## src/rtl/pixel_recover_pkg.sv

```systemverilog
// Shared types and helpers for the camera pixel recovery stage.
package pixel_recover_pkg;

    typedef enum logic [1:0] {
        ST_WAIT_SOF = 2'd0,
        ST_ACTIVE   = 2'd1,
        ST_FULL     = 2'd2
    } state_e;

    // Number of pixels in one complete frame.
    function automatic int frame_pix(input int h_active, input int v_active);
        return h_active * v_active;
    endfunction

endpackage

```

## src/rtl/strobe_sync_edge.sv

```systemverilog
// Multi-flop synchroniser for a camera-side strobe followed by rising-edge detection.
module strobe_sync_edge #(
    parameter int SYNC_STAGES = 2
) (
    input  logic system_clk_in,
    input  logic rst_n_in,
    input  logic strobe_s,
    output logic rise_s
);

    logic [SYNC_STAGES-1:0] sync_r;
    logic                   hist_r;

    // Synchroniser chain plus one history flop for edge detection.
    always_ff @(posedge system_clk_in) begin
        if (!rst_n_in) begin
            sync_r <= '0;
            hist_r <= 1'b0;
        end else begin
            sync_r <= {sync_r[SYNC_STAGES-2:0], strobe_s};
            hist_r <= sync_r[SYNC_STAGES-1];
        end
    end

    assign rise_s = sync_r[SYNC_STAGES-1] & ~hist_r;

endmodule

```

## src/rtl/pixel_recover_param.sv

```systemverilog
// Camera pixel recovery: strobe sync, pixel capture, raster counting, frame checks.
// Optional PIXEL_RECOVER_STATS_EN adds frame and pixel-count statistics outputs.
module pixel_recover_param #(
    parameter int PIXEL_W     = 16,
    parameter int H_ACTIVE    = 320,
    parameter int V_ACTIVE    = 240,
    parameter int HCOUNT_W    = 11,
    parameter int VCOUNT_W    = 10,
    parameter int SYNC_STAGES = 2
) (
    input  logic                         system_clk_in,
    input  logic                         rst_n_in,
    input  logic                         valid_pixel_in,
    input  logic [PIXEL_W-1:0]           pixel_in,
    input  logic                         frame_done_in,
    output logic [PIXEL_W-1:0]           pixel_out,
    output logic                         data_valid_out,
    output logic [HCOUNT_W-1:0]          hcount_out,
    output logic [VCOUNT_W-1:0]          vcount_out,
    output logic                         frame_start_out,
    output logic                         frame_end_out,
    output logic                         short_frame_out,
    output logic                         overflow_out
`ifdef PIXEL_RECOVER_STATS_EN
    ,
    output logic [15:0]                  frame_count_out,
    output logic [HCOUNT_W+VCOUNT_W-1:0] last_pix_count_out
`endif
);

    import pixel_recover_pkg::*;

    localparam logic [HCOUNT_W-1:0] H_LAST = HCOUNT_W'(H_ACTIVE - 1);
    localparam logic [VCOUNT_W-1:0] V_LAST = VCOUNT_W'(V_ACTIVE - 1);

    logic                valid_rise_s;
    logic                done_rise_s;
    state_e              state_r;
    logic [HCOUNT_W-1:0] h_r;
    logic [VCOUNT_W-1:0] v_r;
    logic [PIXEL_W-1:0]  cap_pix_r;
    logic [HCOUNT_W-1:0] cap_h_r;
    logic [VCOUNT_W-1:0] cap_v_r;
    logic                cap_vld_r;
    logic                cap_end_r;
    logic                cap_short_r;
    logic                ovf_r;

    strobe_sync_edge #(.SYNC_STAGES(SYNC_STAGES)) u_valid_sync (
        .system_clk_in (system_clk_in),
        .rst_n_in      (rst_n_in),
        .strobe_s      (valid_pixel_in),
        .rise_s        (valid_rise_s)
    );

    strobe_sync_edge #(.SYNC_STAGES(SYNC_STAGES)) u_done_sync (
        .system_clk_in (system_clk_in),
        .rst_n_in      (rst_n_in),
        .strobe_s      (frame_done_in),
        .rise_s        (done_rise_s)
    );

    // Frame FSM and capture stage; a frame_done edge takes priority over a pixel edge.
    always_ff @(posedge system_clk_in) begin
        if (!rst_n_in) begin
            state_r     <= ST_WAIT_SOF;
            h_r         <= '0;
            v_r         <= '0;
            cap_pix_r   <= '0;
            cap_h_r     <= '0;
            cap_v_r     <= '0;
            cap_vld_r   <= 1'b0;
            cap_end_r   <= 1'b0;
            cap_short_r <= 1'b0;
            ovf_r       <= 1'b0;
        end else begin
            cap_vld_r   <= 1'b0;
            cap_end_r   <= 1'b0;
            cap_short_r <= 1'b0;
            if (done_rise_s) begin
                if (state_r != ST_WAIT_SOF) begin
                    cap_end_r   <= 1'b1;
                    cap_short_r <= (state_r != ST_FULL);
                end
                ovf_r   <= 1'b0;
                h_r     <= '0;
                v_r     <= '0;
                state_r <= ST_ACTIVE;
            end else if (valid_rise_s) begin
                case (state_r)
                    ST_ACTIVE: begin
                        cap_vld_r <= 1'b1;
                        cap_pix_r <= pixel_in;
                        cap_h_r   <= h_r;
                        cap_v_r   <= v_r;
                        if (h_r == H_LAST) begin
                            h_r <= '0;
                            if (v_r == V_LAST) begin
                                v_r     <= '0;
                                state_r <= ST_FULL;
                            end else begin
                                v_r <= v_r + VCOUNT_W'(1);
                            end
                        end else begin
                            h_r <= h_r + HCOUNT_W'(1);
                        end
                    end
                    ST_FULL: begin
                        ovf_r <= 1'b1;
                    end
                    default: begin
                        ovf_r <= ovf_r;
                    end
                endcase
            end
        end
    end

    // Output register stage.
    always_ff @(posedge system_clk_in) begin
        if (!rst_n_in) begin
            pixel_out       <= '0;
            data_valid_out  <= 1'b0;
            hcount_out      <= '0;
            vcount_out      <= '0;
            frame_start_out <= 1'b0;
            frame_end_out   <= 1'b0;
            short_frame_out <= 1'b0;
            overflow_out    <= 1'b0;
        end else begin
            pixel_out       <= cap_pix_r;
            data_valid_out  <= cap_vld_r;
            hcount_out      <= cap_h_r;
            vcount_out      <= cap_v_r;
            frame_start_out <= cap_vld_r && (cap_h_r == '0) && (cap_v_r == '0);
            frame_end_out   <= cap_end_r;
            short_frame_out <= cap_short_r;
            overflow_out    <= ovf_r;
        end
    end

`ifdef PIXEL_RECOVER_STATS_EN
    localparam int CNT_W     = HCOUNT_W + VCOUNT_W;
    localparam int FRAME_PIX = frame_pix(H_ACTIVE, V_ACTIVE);

    logic [CNT_W-1:0] pix_cnt_r;
    logic [CNT_W-1:0] last_cnt_r;
    logic [15:0]      frame_cnt_r;

    // Per-frame accepted-pixel counter, latched into the statistics on each frame end.
    always_ff @(posedge system_clk_in) begin
        if (!rst_n_in) begin
            pix_cnt_r   <= '0;
            last_cnt_r  <= '0;
            frame_cnt_r <= 16'd0;
        end else if (done_rise_s) begin
            if (state_r != ST_WAIT_SOF) begin
                frame_cnt_r <= frame_cnt_r + 16'd1;
                last_cnt_r  <= pix_cnt_r;
            end
            pix_cnt_r <= '0;
        end else if (valid_rise_s && (state_r == ST_ACTIVE) && (pix_cnt_r != CNT_W'(FRAME_PIX))) begin
            pix_cnt_r <= pix_cnt_r + CNT_W'(1);
        end
    end

    // Statistics output registers, aligned with frame_end_out.
    always_ff @(posedge system_clk_in) begin
        if (!rst_n_in) begin
            frame_count_out    <= 16'd0;
            last_pix_count_out <= '0;
        end else begin
            frame_count_out    <= frame_cnt_r;
            last_pix_count_out <= last_cnt_r;
        end
    end
`endif

endmodule

```

## config.mk

```make
export PLATFORM = sky130hd
export DESIGN_NAME = pixel_recover_param
export DESIGN_NICKNAME = d
export VERILOG_FILES = /design/src/rtl/pixel_recover_pkg.sv /design/src/rtl/strobe_sync_edge.sv /design/src/rtl/pixel_recover_param.sv
export SDC_FILE = /design/constraint.sdc
export NUM_CORES = 1
export LEC_CHECK = 0
export CORE_MARGIN = 2
export CORE_UTILIZATION = 45
export DETAILED_ROUTE_END_ITERATION = 10
export HOLD_SLACK_MARGIN = 0.12
export PLACE_DENSITY = 0.72
export SYNTH_ARGS = -nofsm -noshare
export SYNTH_HDL_FRONTEND = slang
export SYNTH_SLANG_ARGS = --single-unit
```

## constraint.sdc

```tcl
create_clock -name system_clk_in -period 1.9 [get_ports system_clk_in]
set_clock_uncertainty 0.2 [all_clocks]
set_input_delay 0.38 -clock system_clk_in [delete_from_list [all_inputs] [get_ports system_clk_in]]
set_output_delay 0.38 -clock system_clk_in [all_outputs]
set_load 0.02 [all_outputs]
```

After elaboration in Yosys (flattened, before gate mapping)
Cells that the tools add are included.
{"block": "word_totals", "regBits": 112, "inputBits": 20, "output_inout_bits": 42, "elab_cells": 65}
{"block": "op_classes", "add_sub_neg": 2, "eq_ne": 5, "n_mux": 9, "bitwise": 7, "reduce_logical": 19}
{"op": "adder 11 x 1 -> 11 bit, second input constant", "count": 1}
{"op": "== test 11 x 9 -> 1 bit, second input constant", "count": 1}
{"op": "zero test 11 bit", "count": 1}
{"op": "2-to-1 mux 11 bit", "count": 1}
{"op": "adder 10 x 1 -> 10 bit, second input constant", "count": 1}
{"op": "== test 10 x 8 -> 1 bit, second input constant", "count": 1}
{"op": "zero test 10 bit", "count": 1}
{"op": "2-to-1 mux 10 bit", "count": 1}
{"op": "nonzero test 2 bit", "count": 5}
{"op": "AND reduction 3 bit", "count": 3}
{"op": "AND reduction 4 bit", "count": 2}
{"op": "2-to-1 mux 1 bit", "count": 7}
{"op": "AND reduction 2 bit", "count": 3}
{"op": "NOT 1 bit", "count": 5}
{"op": "OR reduction 3 bit", "count": 1}
{"op": "bitwise AND 1 bit", "count": 2}
{"op": "== test 2 x 1 -> 1 bit, second input constant", "count": 1}
{"op": "== test 2 bit, second input constant", "count": 1}
{"op": "logical AND 1 bit", "count": 2}
{"op": "inequality test 2 bit, second input constant", "count": 1}
{"op": "OR reduction 2 bit", "count": 1}

Longest topological paths before layout
{"block": "depth", "word_depth": 6, "depth_mapped": 7}

Hierarchy
From an unflattened synthesis, not the netlist that was laid out.
{"block": "hier_totals", "hier_cells": 418, "hier_area_um2": 3966.3}
{"mod": "pixel_recover_param", "n_inst": 1, "cells_each": 404, "area_each_um2": 3781.1, "seq_area_each_um2": 2122.0}
{"mod": "strobe_sync_edge", "n_inst": 2, "cells_each": 7, "area_each_um2": 92.6, "seq_area_each_um2": 60.1}

Least setup slack after synthesis
No wires, ideal clock.
{"block": "synth_timing", "path_type": "flip-flop to flip-flop", "start": "register v_r[0]", "end": "register v_r[0]", "setup_time_ps": 125, "arrival_ps": 1544, "required_time_ps": 1575, "setup_slack_ps": 30, "stages_incl_launch_ff": 6, "n_path_buf": 0, "period_less_slack_ps": 1870, "path_cell_list": "dfxtp_1 ha_1 nand3_1 or4_1 o21ai_2 nor2_1"}
{"block": "synth_between", "elab_chain_len": 2}
{"item": "from (decl)", "line": "pixel_recover_param.sv:40", "text": "logic [VCOUNT_W-1:0] v_r;"}
{"item": "from (signal assigned)", "line": "pixel_recover_param.sv:102", "text": "v_r <= v_r + VCOUNT_W'(1);"}
{"item": "adder 10 x 1 -> 10 bit or == test 10 x 8 -> 1 bit (tied branches)", "line": "pixel_recover_param.sv:102, pixel_recover_param.sv:98"}
{"item": "2-to-1 mux 10 bit *", "line": "pixel_recover_param.sv:98", "text": "if (v_r == V_LAST) begin"}
Every way passes the cells marked *; elsewhere a longest branch is shown, timed or not.
A chain may end at the register's enable or synchronous reset.

Final worst setup path
{"block": "layout_timing", "start": "register state_r[1]", "end": "register v_r[6]"}
{"block": "layout_between", "elab_chain_len": 2}
{"item": "from (decl)", "line": "pixel_recover_param.sv:38", "text": "state_e state_r;"}
{"item": "from (signal assigned)", "line": "pixel_recover_param.sv:66", "text": "state_r <= ST_WAIT_SOF;"}
{"item": "from (signal assigned)", "line": "pixel_recover_param.sv:88", "text": "state_r <= ST_ACTIVE;"}
{"item": "from (signal assigned)", "line": "pixel_recover_param.sv:100", "text": "state_r <= ST_FULL;"}
{"item": "== test 2 x 1 -> 1 bit", "line": "pixel_recover_param.sv:90", "text": "case (state_r)"}
{"item": "AND reduction 3 bit (no line)"}
No other way between the ends.

==> impl_metrics.json <==
{
  "run_status": "completed",
  "die_height_um": 94.31,
  "yosysWarningCount": 0,
  "top_level_ports": 62,
  "ys_async_sr_fraction_pct": 0,
  "tritoncts": "built",
  "drt_drc_violations_left": 0,
  "worst_setup_start_kind": "flip-flop",
  "place.gp.congestion": 0.7846,
  "grt_pass1_wl_mm": 12.23,
  "routed-via-count": 2703,
  "synth_edf_count": 0,
  "dp_hpwl_mm": 5.332,
  "antenna_found_initial": 0,
  "synth_area_um2": 3670,
  "ys_ff_latch": 112,
  "area_growth_syn_to_layout_pct": 36.82,
  "clock.fmax_mhz": 529.7,
  "dp.cells": 510,
  "design.core.area_um2": 7807,
  "synthesis.instances": 328,
  "placement.cell_area_um2": 4633,
  "clock_tree.root_cell": "sky130_fd_sc_hd__clkbuf_8",
  "seqPwrFrac_pct": 60.8,
  "gr-total-overflow": 0,
  "power.combinational.fraction_pct": 3.5,
  "tritoncts.num_buffers": 9,
  "ys_dominant_reg_cell": "sky130_fd_sc_hd__dfxtp_1",
  "max_slew_margin_pct": 73.28,
  "clkTransAtPathRegs_ns": 0.10,
  "design.final.nets": 447,
  "via_count_of_the_first_global_routing_pass": 2575,
  "final_util_pct": 64.31,
  "leakage_nw": 2.344,
  "design_area_um2": 5021,
  "power_switching_share_pct": 21.50,
  "tns_ns": 0,
  "hold-worst-slack_ns": 0.2436,
  "yosys.area.top_type": "sky130_fd_sc_hd__dfxtp_1",
  "fin_worst_setup_slack_ns": 0.01216,
  "max_cap_violations": 0,
  "ctsHoldBuffers": 0,
  "number_of_hold_slack_violations_in_the_final_timing_report": 0,
  "final_max_slew_viol_count": 0,
  "grt_setup_unrepaired": "yes",
  "clockBufferDepth": 2,
  "cp_data_arrival_time_ns": 1.97,
  "worst_margin_slew_ns": 0.3971,
  "critical_path.max_fanout": 5,
  "power.density_nw_per_um2": 777.6,
  "internal-power_mw": 3.065,
  "gr-usage-all-layers_pct": 17.80,
  "num_rows": 32,
  "p_switching_mw": 0.8396,
  "largest_net_degree_at_the_start_of_global_routing": 41,
  "routedWlPerCell_um": 14.36,
  "antenna_cells": 0,
  "clkPwrFrac_pct": 35.7,
  "cp.required_ns": 1.99,
  "tritoncts_sink_count": 112,
  "synth_sequential_area_ratio_pct": 61.10,
  "worst_ir_drop_on_vdd_mv": 0.3993,
  "synthMostInstantiatedCell": "sky130_fd_sc_hd__dfxtp_1",
  "detail_route.iter0.violations": 134,
  "cts_max_level": 3,
  "firstDrtPassIters": 4,
  "routed_wirelength_mm": 7.642,
  "fillCellCount": 628,
  "clk_latency_ns": 0.36,
  "min_period_over_period_pct": 99.36,
  "die_area_um2": 8893,
  "end_kind": "flip-flop",
  "ant_nets": 0,
  "finalSetupViolations": 0,
  "synthesis.nets": 350,
  "synth.top_cells.by_count": "sky130_fd_sc_hd__dfxtp_1 (112), sky130_fd_sc_hd__and2_1 (49), sky130_fd_sc_hd__o22a_1 (35)",
  "yosys.area.top_type_share_pct": 61.10,
  "syn_area_per_cell_um2": 11.19,
  "synth.lib_cells_used.distinct": 39,
  "detail_route.vias_per_cell": 5.081,
  "fraction_of_layout_instances_using_a_drive_strength_above_1_pct": 19.30,
  "finalWorstPathRequiredPeriod_ns": 1.888,
  "placement.io_buffers": 61,
  "initial_utilization_pct": 47.00,
  "chipWidth_um": 94.31,
  "final_std_cells_w_o_fill": 532,
  "totalPowerFinal_mw": 3.904,
  "synth_top_cells_by_area": "sky130_fd_sc_hd__dfxtp_1 (61%), sky130_fd_sc_hd__and2_1 (8.4%), sky130_fd_sc_hd__o22a_1 (8.4%)",
  "placement.setup.worst_slack_ns": -0.06191,
  "worstSetupPathType": "reg2reg",
  "hp-class": "reg2reg"
}
==> power by group through the flow <==
stage               registers, mW  clock network [mW]  logic, mW
global route                 2.38                1.53      0.149
CTS                          2.38                1.44      0.135
detailed placement           2.43                   0      0.133
finish                       2.37                1.39      0.137
global placement             2.43                   0      0.133
floorplan                    2.43                   0     0.0454
==> path summary, 6_finish.rpt <==
kind                                          start                           endpoint  slack [ns]  cells after the start
hold / removal    u_valid_sync.sync_r[0]$_SDFF_PN0_  u_valid_sync.sync_r[1]$_SDFF_PN0_        0.24                      1
hold reg to reg   u_valid_sync.sync_r[0]$_SDFF_PN0_  u_valid_sync.sync_r[1]$_SDFF_PN0_        0.24                      1
setup / recovery            state_r[1]$_SDFFE_PP0P_                v_r[6]$_SDFFE_PP0P_        0.01                      5
setup reg to reg            state_r[1]$_SDFFE_PP0P_                v_r[6]$_SDFFE_PP0P_        0.01                      5
==> metal layers <==
metal  vias to the layer above  GRT usage, %  part of all wire [%]
li1                       1355             -                     -
met1                      1287         22.62                    44
met2                        53         29.70                    50
met3                         8         4.093                   4.4
met4                         0         6.401                   1.3
met5                         -             0                     0
==> state kept, by name, indices dropped and copies added, names as in the netlist, 2 cells and up <==
name / count
u_done_sync.sync_r: 2
v_r: 10
cap_pix_r: 16
state_r: 2
cap_h_r: 11
pixel_out: 16
hcount_out: 11
u_valid_sync.sync_r: 2
h_r: 11
vcount_out: 10
cap_v_r: 10
==> worst max-delay path, stage by stage, from the launching register on <==
cell	delay, ns
sky130_fd_sc_hd__dfxtp_2	0.35
sky130_fd_sc_hd__nor4bb_4	0.28
sky130_fd_sc_hd__buf_4	0.19
sky130_fd_sc_hd__nand4_4	0.11
sky130_fd_sc_hd__or4_1	0.56
sky130_fd_sc_hd__a21oi_1	0.13
==> cells in the final DEF, fill, tap and decap left out, drive strengths merged <==
master and instances:
or3 5, dlymetal6s2s 22, nor4bb 2, clkinvlp 1
nand2 10, clkdlybuf4s50 37, or4 5, inv 6
a21oi 10, o31ai 4, nand3 9, dlygate4sd2 2
or3b 1, nand4 11, and2 50, nor3b 1
buf 40, bufinv 1, clkbuf 9, and3 1
o22a 36, and2b 1, xor2 10, o21a 1
nor4 4, nor4b 1, nand2b 2, nor2 17
ha 2, xnor2 1, o21ai 6, nand4b 1
clkinv 3, nor3 2, a21boi 2, dfxtp 112
and4 2
==> timing repair <==
| action | in CTS | in global routing |
|---|---|---|
| pin swaps | 0 | 16 |
| gates resized for setup | 6 | 43 |
| gates cloned | 1 | 0 |
| endpoints found under the setup margin | 23 | 77 |
| setup buffers | 3 | 2 |
==> final cells by class <==
cell class	instances	area, um2	share of cell area [%]
flip-flops and latches	112	2250	44.80
multi-input cells	197	1413	28.13
repair buffers	101	1012	20.16
well taps	102	127.6	2.542
clock buffers	9	123.9	2.467
clock inverters	7	77.57	1.545
inverters	4	17.52	0.3489
==> logic make-up (layout without fill, tap and decap cells) <==
| family | after synthesis | count (layout) | synth area share, % |
|---|---|---|---|
| AO/OA/AOI/OAI | 59 | 59 | 12.34 |
| buffers and inverters | 20 | 121 | 2.625 |
| XOR/XNOR | 11 | 11 | 2.625 |
| adder cells (fa/ha/maj) | 2 | 2 | 0.6818 |
| flip-flops | 112 | 112 | 61.10 |
| AND/OR/NAND/NOR | 124 | 125 | 20.63 |
(Power assumes the default switching activity.)
